--- src/rtl/regfile_rv32i_pkg.sv ---
// Shared RV32I register-file constants: widths, register count and the
// two-state control encoding used by the clear sequencer.
package rv32i_pkg;

    localparam int XLEN       = 32;
    localparam int REG_ADDR_W = 5;
    localparam int NUM_REGS   = 32;

    typedef enum logic {
        ST_INIT = 1'b0,
        ST_RUN  = 1'b1
    } state_t;

    localparam logic [REG_ADDR_W-1:0] REG_ZERO  = 5'd0;
    localparam logic [REG_ADDR_W-1:0] REG_FIRST = 5'd1;
    localparam logic [REG_ADDR_W-1:0] REG_LAST  = 5'(NUM_REGS - 1);

endpackage

--- src/rtl/regfile_rv32i_if.sv ---
// Register-file bus: two read ports, one write port and the init_done
// status. The core drives through master, the register file through slave.
interface regfile_rv32i_if;
    import rv32i_pkg::*;

    logic [REG_ADDR_W-1:0] rs1_addr;
    logic [REG_ADDR_W-1:0] rs2_addr;
    logic [XLEN-1:0]       rs1_data;
    logic [XLEN-1:0]       rs2_data;
    logic                  we;
    logic [REG_ADDR_W-1:0] rd_addr;
    logic [XLEN-1:0]       rd_data;
    logic                  init_done;

    modport master (
        output rs1_addr, rs2_addr, we, rd_addr, rd_data,
        input  rs1_data, rs2_data, init_done
    );

    modport slave (
        input  rs1_addr, rs2_addr, we, rd_addr, rd_data,
        output rs1_data, rs2_data, init_done
    );

endinterface

--- src/rtl/regfile_rv32i.sv ---
// RV32I integer register file x0..x31: two combinational read ports, one
// synchronous write port. After every reset a sequencer zeroes x1..x31, one
// register per cycle, and then raises init_done. x0 is not stored.
module regfile_rv32i #(
    parameter int XLEN   = 32,
    parameter bit BYPASS = 1'b0
) (
    input  logic            clk,
    input  logic            rst_n,
    regfile_rv32i_if.slave  bus
);
    import rv32i_pkg::*;

    state_t                state, state_nx;
    logic [REG_ADDR_W-1:0] clr_cnt, clr_cnt_nx;

    // Array is deliberately not reset; the INIT sequence owns clearing it.
    logic [XLEN-1:0]       regs [1:NUM_REGS-1];

    logic                  wr_en;
    logic [REG_ADDR_W-1:0] wr_addr;
    logic [XLEN-1:0]       wr_data;

    // Read mux: x0 and the whole INIT window read as zero so nothing
    // uninitialised leaks out; optional write-first forwarding in RUN.
    function automatic logic [XLEN-1:0] read_mux(
        input logic [REG_ADDR_W-1:0] addr,
        input logic [XLEN-1:0]       stored
    );
        if (addr == REG_ZERO || state == ST_INIT)
            return '0;
        if (BYPASS && bus.we && bus.rd_addr == addr)
            return bus.rd_data;
        return stored;
    endfunction

    // Control state: reset restarts the clear sequence from x1.
    always_ff @(posedge clk) begin
        if (!rst_n) begin
            state   <= ST_INIT;
            clr_cnt <= REG_FIRST;
        end else begin
            state   <= state_nx;
            clr_cnt <= clr_cnt_nx;
        end
    end

    // Next state and write-port steering: sequencer owns the port in INIT,
    // the core owns it in RUN (writes to x0 dropped).
    always_comb begin
        state_nx   = state;
        clr_cnt_nx = clr_cnt;
        wr_en      = 1'b0;
        wr_addr    = bus.rd_addr;
        wr_data    = bus.rd_data;
        case (state)
            ST_INIT: begin
                wr_en   = 1'b1;
                wr_addr = clr_cnt;
                wr_data = '0;
                if (clr_cnt == REG_LAST)
                    state_nx = ST_RUN;
                else
                    clr_cnt_nx = clr_cnt + 5'd1;
            end
            ST_RUN: begin
                wr_en = bus.we && (bus.rd_addr != REG_ZERO);
            end
            default: ;
        endcase
    end

    // Array write; a reset edge never commits data.
    always_ff @(posedge clk) begin
        if (rst_n && wr_en)
            regs[wr_addr] <= wr_data;
    end

    assign bus.rs1_data  = read_mux(bus.rs1_addr, regs[bus.rs1_addr]);
    assign bus.rs2_data  = read_mux(bus.rs2_addr, regs[bus.rs2_addr]);
    assign bus.init_done = (state == ST_RUN);

endmodule
--- src/flat_wrapper.sv ---
// flat-port wrapper written by rule: the top's interface ports become plain ports
module regfile_rv32i_flat import rv32i_pkg::*;
#(
    parameter int XLEN   = 32,
    parameter bit BYPASS = 1'b0
)
  (clk, rst_n, bus_rs1_addr, bus_rs2_addr, bus_we, bus_rd_addr, bus_rd_data, bus_rs1_data, bus_rs2_data, bus_init_done);
  regfile_rv32i_if bus_i ();
  input  logic clk;
  input  logic rst_n;
  input wire logic [$bits(bus_i.rs1_addr)-1:0] bus_rs1_addr;
  input wire logic [$bits(bus_i.rs2_addr)-1:0] bus_rs2_addr;
  input wire logic [$bits(bus_i.we)-1:0] bus_we;
  input wire logic [$bits(bus_i.rd_addr)-1:0] bus_rd_addr;
  input wire logic [$bits(bus_i.rd_data)-1:0] bus_rd_data;
  output wire logic [$bits(bus_i.rs1_data)-1:0] bus_rs1_data;
  output wire logic [$bits(bus_i.rs2_data)-1:0] bus_rs2_data;
  output wire logic [$bits(bus_i.init_done)-1:0] bus_init_done;
  assign bus_i.rs1_addr = bus_rs1_addr;
  assign bus_i.rs2_addr = bus_rs2_addr;
  assign bus_i.we = bus_we;
  assign bus_i.rd_addr = bus_rd_addr;
  assign bus_i.rd_data = bus_rd_data;
  assign bus_rs1_data = bus_i.rs1_data;
  assign bus_rs2_data = bus_i.rs2_data;
  assign bus_init_done = bus_i.init_done;
  regfile_rv32i #(.XLEN(XLEN), .BYPASS(BYPASS)) u_core (.clk(clk), .rst_n(rst_n), .bus(bus_i));
endmodule
--- config.mk ---
export PLATFORM = sky130hd
export DESIGN_NAME = regfile_rv32i_flat
export DESIGN_NICKNAME = d
export VERILOG_FILES = /design/src/rtl/regfile_rv32i_pkg.sv /design/src/rtl/regfile_rv32i_if.sv /design/src/rtl/regfile_rv32i.sv /design/src/flat_wrapper.sv
export SDC_FILE = /design/constraint.sdc
export NUM_CORES = 1
export LEC_CHECK = 0
export CAP_MARGIN = 0
export CORE_MARGIN = 2
export CORE_UTILIZATION = 45
export CTS_CLUSTER_SIZE = 30
export DETAILED_ROUTE_END_ITERATION = 7
export SLEW_MARGIN = 20
export SYNTH_ARGS = -nofsm -noshare
export SYNTH_HDL_FRONTEND = slang
export SYNTH_SLANG_ARGS = --single-unit
--- constraint.sdc ---
create_clock -name clk -period 6.3 [get_ports clk]
set_clock_uncertainty 0.2 [all_clocks]
set_input_delay 1.26 -clock clk [delete_from_list [all_inputs] [get_ports clk]]
set_output_delay 1.26 -clock clk [all_outputs]
set_load 0.02 [all_outputs]
After elaboration in Yosys (flattened, before gate mapping)
Memory sizes are Yosys's and may differ from the RTL's.
Cells that the tools add are included.

cells by class
  bitwise logic cells = 2
  equality and inequality tests = 1
  muxes and demuxes = 13
  $add $sub $neg = 1
  reduce and logical (&&, ||, !) cells = 8

operators by type and width
  kind                 number
  $mux 32              5
  $logic_not 5->1      2
  $mux 1               6
  $add 5x1->5 const B  1
  $eq 5x5->1 const B   1
  $mux 5               1
  $reduce_bool 5->1    1
  $logic_and 1x1->1    2
  $logic_or 1x1->1     2
  $not 1->1            2
  $pmux 1 s2           1
  $reduce_and 2->1     1

storage, ports and cells
  flip-flop bits (word level) = 6
  memories kept = 1
  input port bits = 50
  RAM bits = 992

memory list
  name         depth  bits a word  read ports  clocked after memory_dff  write ports  line                 text
  u_core.regs  31     32           2           0                         1            regfile_rv32i.sv:18  logic [XLEN-1:0] regs [1:NUM_REGS-1];

Logic depth before layout (Yosys ltp)
Gate-level depths: netlist of run 1.

  word-level depth = 6
  mapped depth = 8
  mapped depth without buffers = 7

Worst setup path after synthesis of run 1
Ideal clock, no wire load.

  path kind = input port to output port
  from = in bus_rs2_addr[0]
  to = out bus_rs2_data[13]
  path slack = 2197 ps
  buffers on the path = 2
  arrival time = 2643 ps
  stages = 5
  cell sequence = buf_2 > buf_2 > mux4_2 > a22oi_1 > nand4_1

on the way
  word-level cells in the longest chain between the ends = 4

RTL lines
  what                                                                   line                 text
  from (decl)                                                            flat_wrapper.sv:12   input wire logic [$bits(bus_i.rs2_addr)-1:0] bus_rs2_addr;
  parallel branches: the longest is 3 deep, another holds $mem_v2 31x32  -
  $mux 32 (*)                                                            regfile_rv32i.sv:32  if (BYPASS && bus.we && bus.rd_addr == addr)
  to (decl)                                                              flat_wrapper.sv:17   output wire logic [$bits(bus_i.rs2_data)-1:0] bus_rs2_data;

Every way passes the cells marked *.

Worst setup path in the final report of run 1
  from = in bus_rs1_addr[3]
  to = out bus_rs1_data[19]

on the way
  word-level cells in the longest chain between the ends = 4

RTL lines
  what                                                                   line                 text
  from (decl)                                                            flat_wrapper.sv:11   input wire logic [$bits(bus_i.rs1_addr)-1:0] bus_rs1_addr;
  parallel branches: the longest is 3 deep, another holds $mem_v2 31x32  -
  $mux 32 (*)                                                            regfile_rv32i.sv:32
  to (decl)                                                              flat_wrapper.sv:16   output wire logic [$bits(bus_i.rs1_data)-1:0] bus_rs1_data;

Marked as above.

==> impl_metrics.csv, run 1 <==
group,metric,value,unit
status,status,"completed",
global_routing,grt_pass1_wl,231.1,mm
timing,finalSetupViolations,0,
timing,hold_viol,0,
placement,dp_slack,554.1,ps
setup_path,path_delay_family,"buffers and inverters",
synth,yosys-top-cells-area,"edfxtp_1 (62%), mux2i_1 (16%), mux4_2 (5.0%), a22oi_1 (3.5%), nand3_1 (1.4%)",
cts,cts_max_path_buffers,3,
drt,ant_nets,0,
global_routing,busiest_layer,"met2",
placement,hpwl,101.9,mm
cts,cts-root-buf,"clkbuf_16",
placement,gp_congestion,0.8742,
setup_path,crit_cells,7,
setup_path,crit_path_cell_trace,"clkdlybuf4s50_1, nand4bb_4, buf_4, o22ai_2, o21ai_2, nand4_1, clkdlybuf4s50_1",
cts,clock-sinks,998,
synth,syn_avg_cell_area,15.10,sq um
power,power.density,261.3,mW/mm^2
setup_path,r2r_cells,6,
synth,synth_fa_ha_area_share,0.05250,%
synth,synthSimpleGateAreaFrac,5.523,%
synth,synth_top_family_by_area,"multiplexers",
power,p_seq_share,51.2,%
synth,ys_ff_latch,998,
drt,drt_iter0_drc,4716,
synth,yosysMostFrequentCell,"edfxtp_1",
synth,synthFlopType,"edfxtp_1",
timing,rsz0062_at_grt,"no",
cts,cts_setup_buffers,0,
synth,synthTopCellsByCount,"edfxtp_1 (992), mux2i_1 (749), a22oi_1 (224)",
floorplan,coreArea,0.1051,sq mm
synth,muxShareOfSynthArea,20.76,%
timing,max_freq,172.7,MHz
drt,wire_per_inst,34.72,microns
setup_path,rr_startpoint,"u_core.bus.init_done",
cells_and_area,nets,3335,
power,p_int,10.99,mW
cells_and_area,drive_gt1_share,17.06,%
setup_path,startpoint_type,"input port",
setup_path,crit_slowest_cell,"nand4bb_4",
floorplan,rows,119,
timing,fin_crit,5789,ps
floorplan,dieArea,0.1085,sq mm
global_routing,track_usage,30.08,%
timing,drv_slew,0,
drt,vias,31870,
synth,synth_cell_types,54,
timing,finalSetupTns,0,ps
drt,viasPerCell,6.691,
synth,synth_compound_area_share,7.961,%
timing,setup_slack,510.7,ps
synth,yosys_warnings,0,
global_routing,met1_usage,42.20,%
hold_path,hold_path_class,"reg -> reg",
setup_path,crit_type,"in -> out",
cts,clk_pin_slew_worst_paths,70,ps
floorplan,die_x,329.5,microns
hold_path,hold-path-cell-count,2,
timing,period_share,91.89,%
global_routing,use_met3,6.449,%
drt,wirelength,165.4,mm
synth,synth-async-reset-ratio,0,%
synth,synth_cells,3156,
synth,synth_top_area_share,62.49,%
drt,drtPass1Iterations,7,
setup_path,worstPathArrival,4330,ps
power,swShare,22.75,%
power,pwr-share-comb,6.5,%
cts,post_cts_resized,0,
setup_path,required,4840,ps
global_routing,grt_pass1_vias,31900,
floorplan,die_y,329.5,microns
power,p_leak,18.64,nW
synth,yosysTopAreaCell,"edfxtp_1",
placement,io_buffers,114,
global_routing,met2_usage,45.37,%
setup_path,critPathLaunch,"bus_rs1_addr[3]",
setup_path,critPathBufInv,3,
hold_path,min-delay-start,"u_core.clr_cnt[4]",
cts,clkLatencyLatePin,690,ps
global_routing,grt_max_degree,81,
power,power.share.clock,42.2,%
floorplan,initial_core_util,45.35,%
drt,drc_errors,0,
setup_path,crit_fanout,19,
setup_path,critPathCaptureType,"output port",
cts,htreeDepth,3,
setup_path,cp_common_cell,"clkdlybuf4s50_1",
synth,synth_edf_count,992,
cts,numCtsBuffers,105,
synth,synth_xor_xnor_area_share,0.05512,%
timing,maxSlewHeadroom,20.60,%
power,peakVddDrop,0.2274,mV
global_routing,overflow,0,
global_routing,grt_antenna_before_repair,6,
cells_and_area,areaGrowthSynthToFinish,14.17,%
synth,yosysSeqAreaShare,62.75,%
synth,syn-num-nets,3208,
flow_run,drv_cap,0,
power,p_sw,3.234,mW
floorplan,ios,115,
setup_path,critPathMaxStageDelay,810,ps
cts,cts_tree,"built",
cts,hold_buffers,0,
timing,tightest_slew,1191,ps
synth,synthesis.area,0.04767,sq mm
[registers in the layout, indices dropped and copies added (netlist names)]
register / count
u_core.clr_cnt: 5
u_core.regs: 992
u_core.bus.init_done: 1
[cell usage in the layout, fill, tap and decap left out, drive strengths merged, types with 87 or more instances in the layout]
cell type	n
nand4	87
edfxtp	992
nand2	157
clkbuf	136
nand3	133
mux2i	749
buf	170
mux4	106
clkdlybuf4s50	95
nor2	96
a21oi	118
a22oi	224
[per-layer routing]
| metal | share of wire, % | up-vias |
|---|---|---|
| li1 | - | 12930 |
| met1 | 40 | 16490 |
| met2 | 44 | 2079 |
| met3 | 11 | 374 |
| met4 | 4.3 | 4 |
| met5 | 0.021 | - |
[power groups by stage]
| stage | registers [mW] | logic (mW) | clock network, mW |
|---|---|---|---|
| 2_1_floorplan | 7.41 | 0.590 | 0 |
| 3_3_place_gp | 7.42 | 0.903 | 0 |
| 3_5_place_dp | 7.42 | 0.915 | 0 |
| 4_1_cts | 7.28 | 0.917 | 6.05 |
| 5_1_grt | 7.28 | 0.961 | 6.30 |
| 6_report | 7.28 | 0.931 | 6.00 |
[area by class of cell]
class	count	area, sq um
Tap cell	1391	1740
Sequential cell	998	29910
Clock inverter	59	509.2
Multi-Input combinational cell	1909	16780
Inverter	3	11.26
Clock buffer	135	2761
Antenna cell	3	7.507
Fill cell	8665	50700
Timing Repair Buffer	266	2696
[worst register-to-register path, stage by stage, from the launching register on]
cell,delay [ps]
dfxtp_2,740
buf_4,410
nand3_1,130
a21boi_1,200
nand3_1,600
nor2_4,980
buf_4,450
[through the flow]
step                cells  area [sq um]  hold WS (ps)  total power, mW  util, %
floorplan            3156         47670         284.4            8.005        -
global placement     4565         51100         314.1            8.321    48.61
detailed placement   4566         51120         328.6            8.337    48.63
CTS                  4760         54390         339.3            14.25    51.74
global route         4761         54410         380.5            14.54    51.76
finish               4764         54420         340.4            14.22    51.77
[path summary, 6_finish.rpt]
path	slack, ps	end
worst max-delay path	510	bus_rs1_data[19]
worst min register to register	340	u_core.clr_cnt[4]
worst max register to register	2240	u_core.regs[26][7]
worst min-delay path	340	u_core.clr_cnt[4]
[logic make-up (layout without fill, tap and decap cells)]
logic type      count (synthesis)  after routing
mux                           856            856
compound gates                504            504
flops                         998            998
xor+xnor                        3              3
other cells                     0              3
fa+ha+maj                       2              2
buf+inv                       249            463
simple gates                  544            544
Note: power is estimated with default switching activity, not from simulation.
==> inputs of run 2 (changes only) <==
- CORE_UTILIZATION: 45 -> 46
==> run 2 against run 1 <==
Compared with the run above: routed wire length increased by 0.23%; final area hardly changed; first-iteration DRC count up 2.2%; sequential power hardly changed; total power up 0.16%; sequential cell count stayed put; global-route usage up 0.50 points; combinational power shrank 0.9%; fmax up 0.22%; cell count decreased by 0.48%.
==> impl_metrics.csv, run 2 (synthesized netlist as in run 1, its figures left out) <==
group,metric,value,unit
power,p_sw,3.188,mW
setup_path,critPathLaunch,"bus_rs1_addr[3]",
timing,rsz0062_at_grt,"no",
global_routing,grt_pass1_wl,230.7,mm
cts,cts_setup_buffers,0,
timing,max_freq,173.1,MHz
power,power.density,261.9,mW/mm^2
global_routing,met1_usage,42.73,%
power,pwr-share-comb,6.5,%
setup_path,required,4840,ps
cells_and_area,final_cell_mix,"edfxtp_1 (992), mux2i_1 (749), a22oi_1 (224), nand2_1 (157), nand3_1 (132)",
power,power.share.clock,42.4,%
floorplan,coreArea,0.1032,sq mm
cts,clkLatencyLatePin,670,ps
global_routing,overflow,0,
drt,wirelength,165.8,mm
cts,htreeDepth,3,
placement,io_buffers,114,
setup_path,startpoint_type,"input port",
power,p_leak,18.61,nW
floorplan,rows,118,
timing,tightest_slew,1249,ps
placement,hpwl,99.62,mm
setup_path,critPathCaptureType,"output port",
cells_and_area,nFillCells,8392,
global_routing,busiest_layer,"met2",
timing,finalSetupTns,0,ps
status,status,"completed",
drt,drt_iter0_drc,4819,
timing,fin_crit,5776,ps
timing,finalSetupViolations,0,
setup_path,r2r_cells,5,
global_routing,grt_pass1_vias,31520,
power,total_power,14.24,mW
drt,drtPass1Iterations,6,
cts,post_cts_resized,0,
global_routing,grt_antenna_before_repair,6,
cells_and_area,areaGrowthSynthToFinish,14.07,%
cts,hold_buffers,0,
power,peakVddDrop,0.1912,mV
drt,viasPerCell,6.696,
global_routing,grt_max_degree,93,
global_routing,use_met3,6.144,%
floorplan,initial_core_util,46.19,%
timing,period_share,91.69,%
cells_and_area,n_antenna_cell,0,
cts,cts-root-buf,"clkbuf_16",
timing,maxSlewHeadroom,16.53,%
cells_and_area,drive_gt1_share,16.45,%
cells_and_area,final_common_cell,"edfxtp_1",
cts,numCtsBuffers,108,
floorplan,die_x,325.9,microns
setup_path,rr_startpoint,"u_core.bus.init_done",
timing,hold_viol,0,
drt,wire_per_inst,34.97,microns
power,p_int,11.05,mW
setup_path,crit_fanout,32,
hold_path,hold_path_class,"reg -> reg",
setup_path,crit_type,"in -> out",
timing,drv_slew,0,
cts,clock-sinks,998,
power,swShare,22.39,%
cells_and_area,design_area,0.05438,sq mm
cells_and_area,nets,3328,
drt,drc_errors,0,
cts,cts_tree,"built",
floorplan,dieArea,0.1062,sq mm
cells_and_area,largest_register_ffs,992,
power,p_seq_share,51.1,%
drt,vias,31740,
drt,ant_nets,0,
setup_path,worstPathArrival,4320,ps
cts,clk_pin_slew_worst_paths,60,ps
floorplan,ios,115,
placement,gp_congestion,0.8755,
floorplan,die_y,325.9,microns
placement,dpl-instance-area,0.05105,sq mm
setup_path,r2r-end,"u_core.regs[18][4]",
setup_path,worstSetupEndpoint,"bus_rs1_data[17]",
flow_run,drv_cap,0,
setup_path,r2r_slack,2280,ps
cells_and_area,top_register,"u_core.regs",
cts,cts_max_path_buffers,3,
global_routing,met2_usage,47.13,%
global_routing,track_usage,30.59,%
-- run 2: how the worst min path moves through the flow --
stage	cells past startpoint	startpoint	endpoint	slack, ps
global placement	2	u_core.clr_cnt[4]	u_core.clr_cnt[4]	330
global route	2	u_core.clr_cnt[4]	u_core.clr_cnt[4]	370
CTS	2	u_core.clr_cnt[4]	u_core.clr_cnt[4]	360
floorplan	2	u_core.clr_cnt[4]	u_core.clr_cnt[4]	280
detailed placement	2	u_core.clr_cnt[4]	u_core.clr_cnt[4]	360
finish	2	u_core.clr_cnt[4]	u_core.clr_cnt[4]	360
-- run 2: metal layers --
| metal | share of wire (%) | up-vias |
|---|---|---|
| met2 | 45 | 1987 |
| met5 | 0.0060 | - |
| li1 | - | 12920 |
| met1 | 40 | 16430 |
| met3 | 10 | 405 |
| met4 | 4.4 | 2 |
-- run 2: cell type report --
type                       count  area, sq um  share of cell area (%)
tap                         1380         1727                   3.175
clock inverter                55        374.1                  0.6880
timing repair buffer         256         2646                   4.867
multi-input combinational   1909        16780                   30.86
inverter                       3        11.26                 0.02071
clock buffer                 140         2929                   5.387
sequential                   998        29910                   55.01
-- run 2: worst max-delay path, cell delays in order --
cell and delay (ps):
clkdlybuf4s50_1 640, nand4bb_4 210, buf_4 700, o22ai_2 190
o21ai_2 180, nand4_1 400, clkdlybuf4s50_1 700
-- run 2: power by group through the flow --
| stage | clock [mW] | sequential (mW) | combinational (mW) |
|---|---|---|---|
| CTS | 6.08 | 7.28 | 0.909 |
| floorplan | 0 | 7.41 | 0.590 |
| global route | 6.34 | 7.29 | 0.955 |
| detailed placement | 0 | 7.42 | 0.906 |
| finish | 6.03 | 7.28 | 0.923 |
| global placement | 0 | 7.42 | 0.895 |
-- run 2: stage by stage --
stage	hold slack (ps)	cells	util, %	worst slack, ps
final	363.7	4741	52.69	523.6
after CTS	363.6	4740	52.66	590.0
after global placement	329.5	4545	49.46	626.3
after global routing	374.2	4741	52.69	509.9
after floorplan	284.4	3156	-	2197
after detailed placement	355.1	4545	49.46	593.1
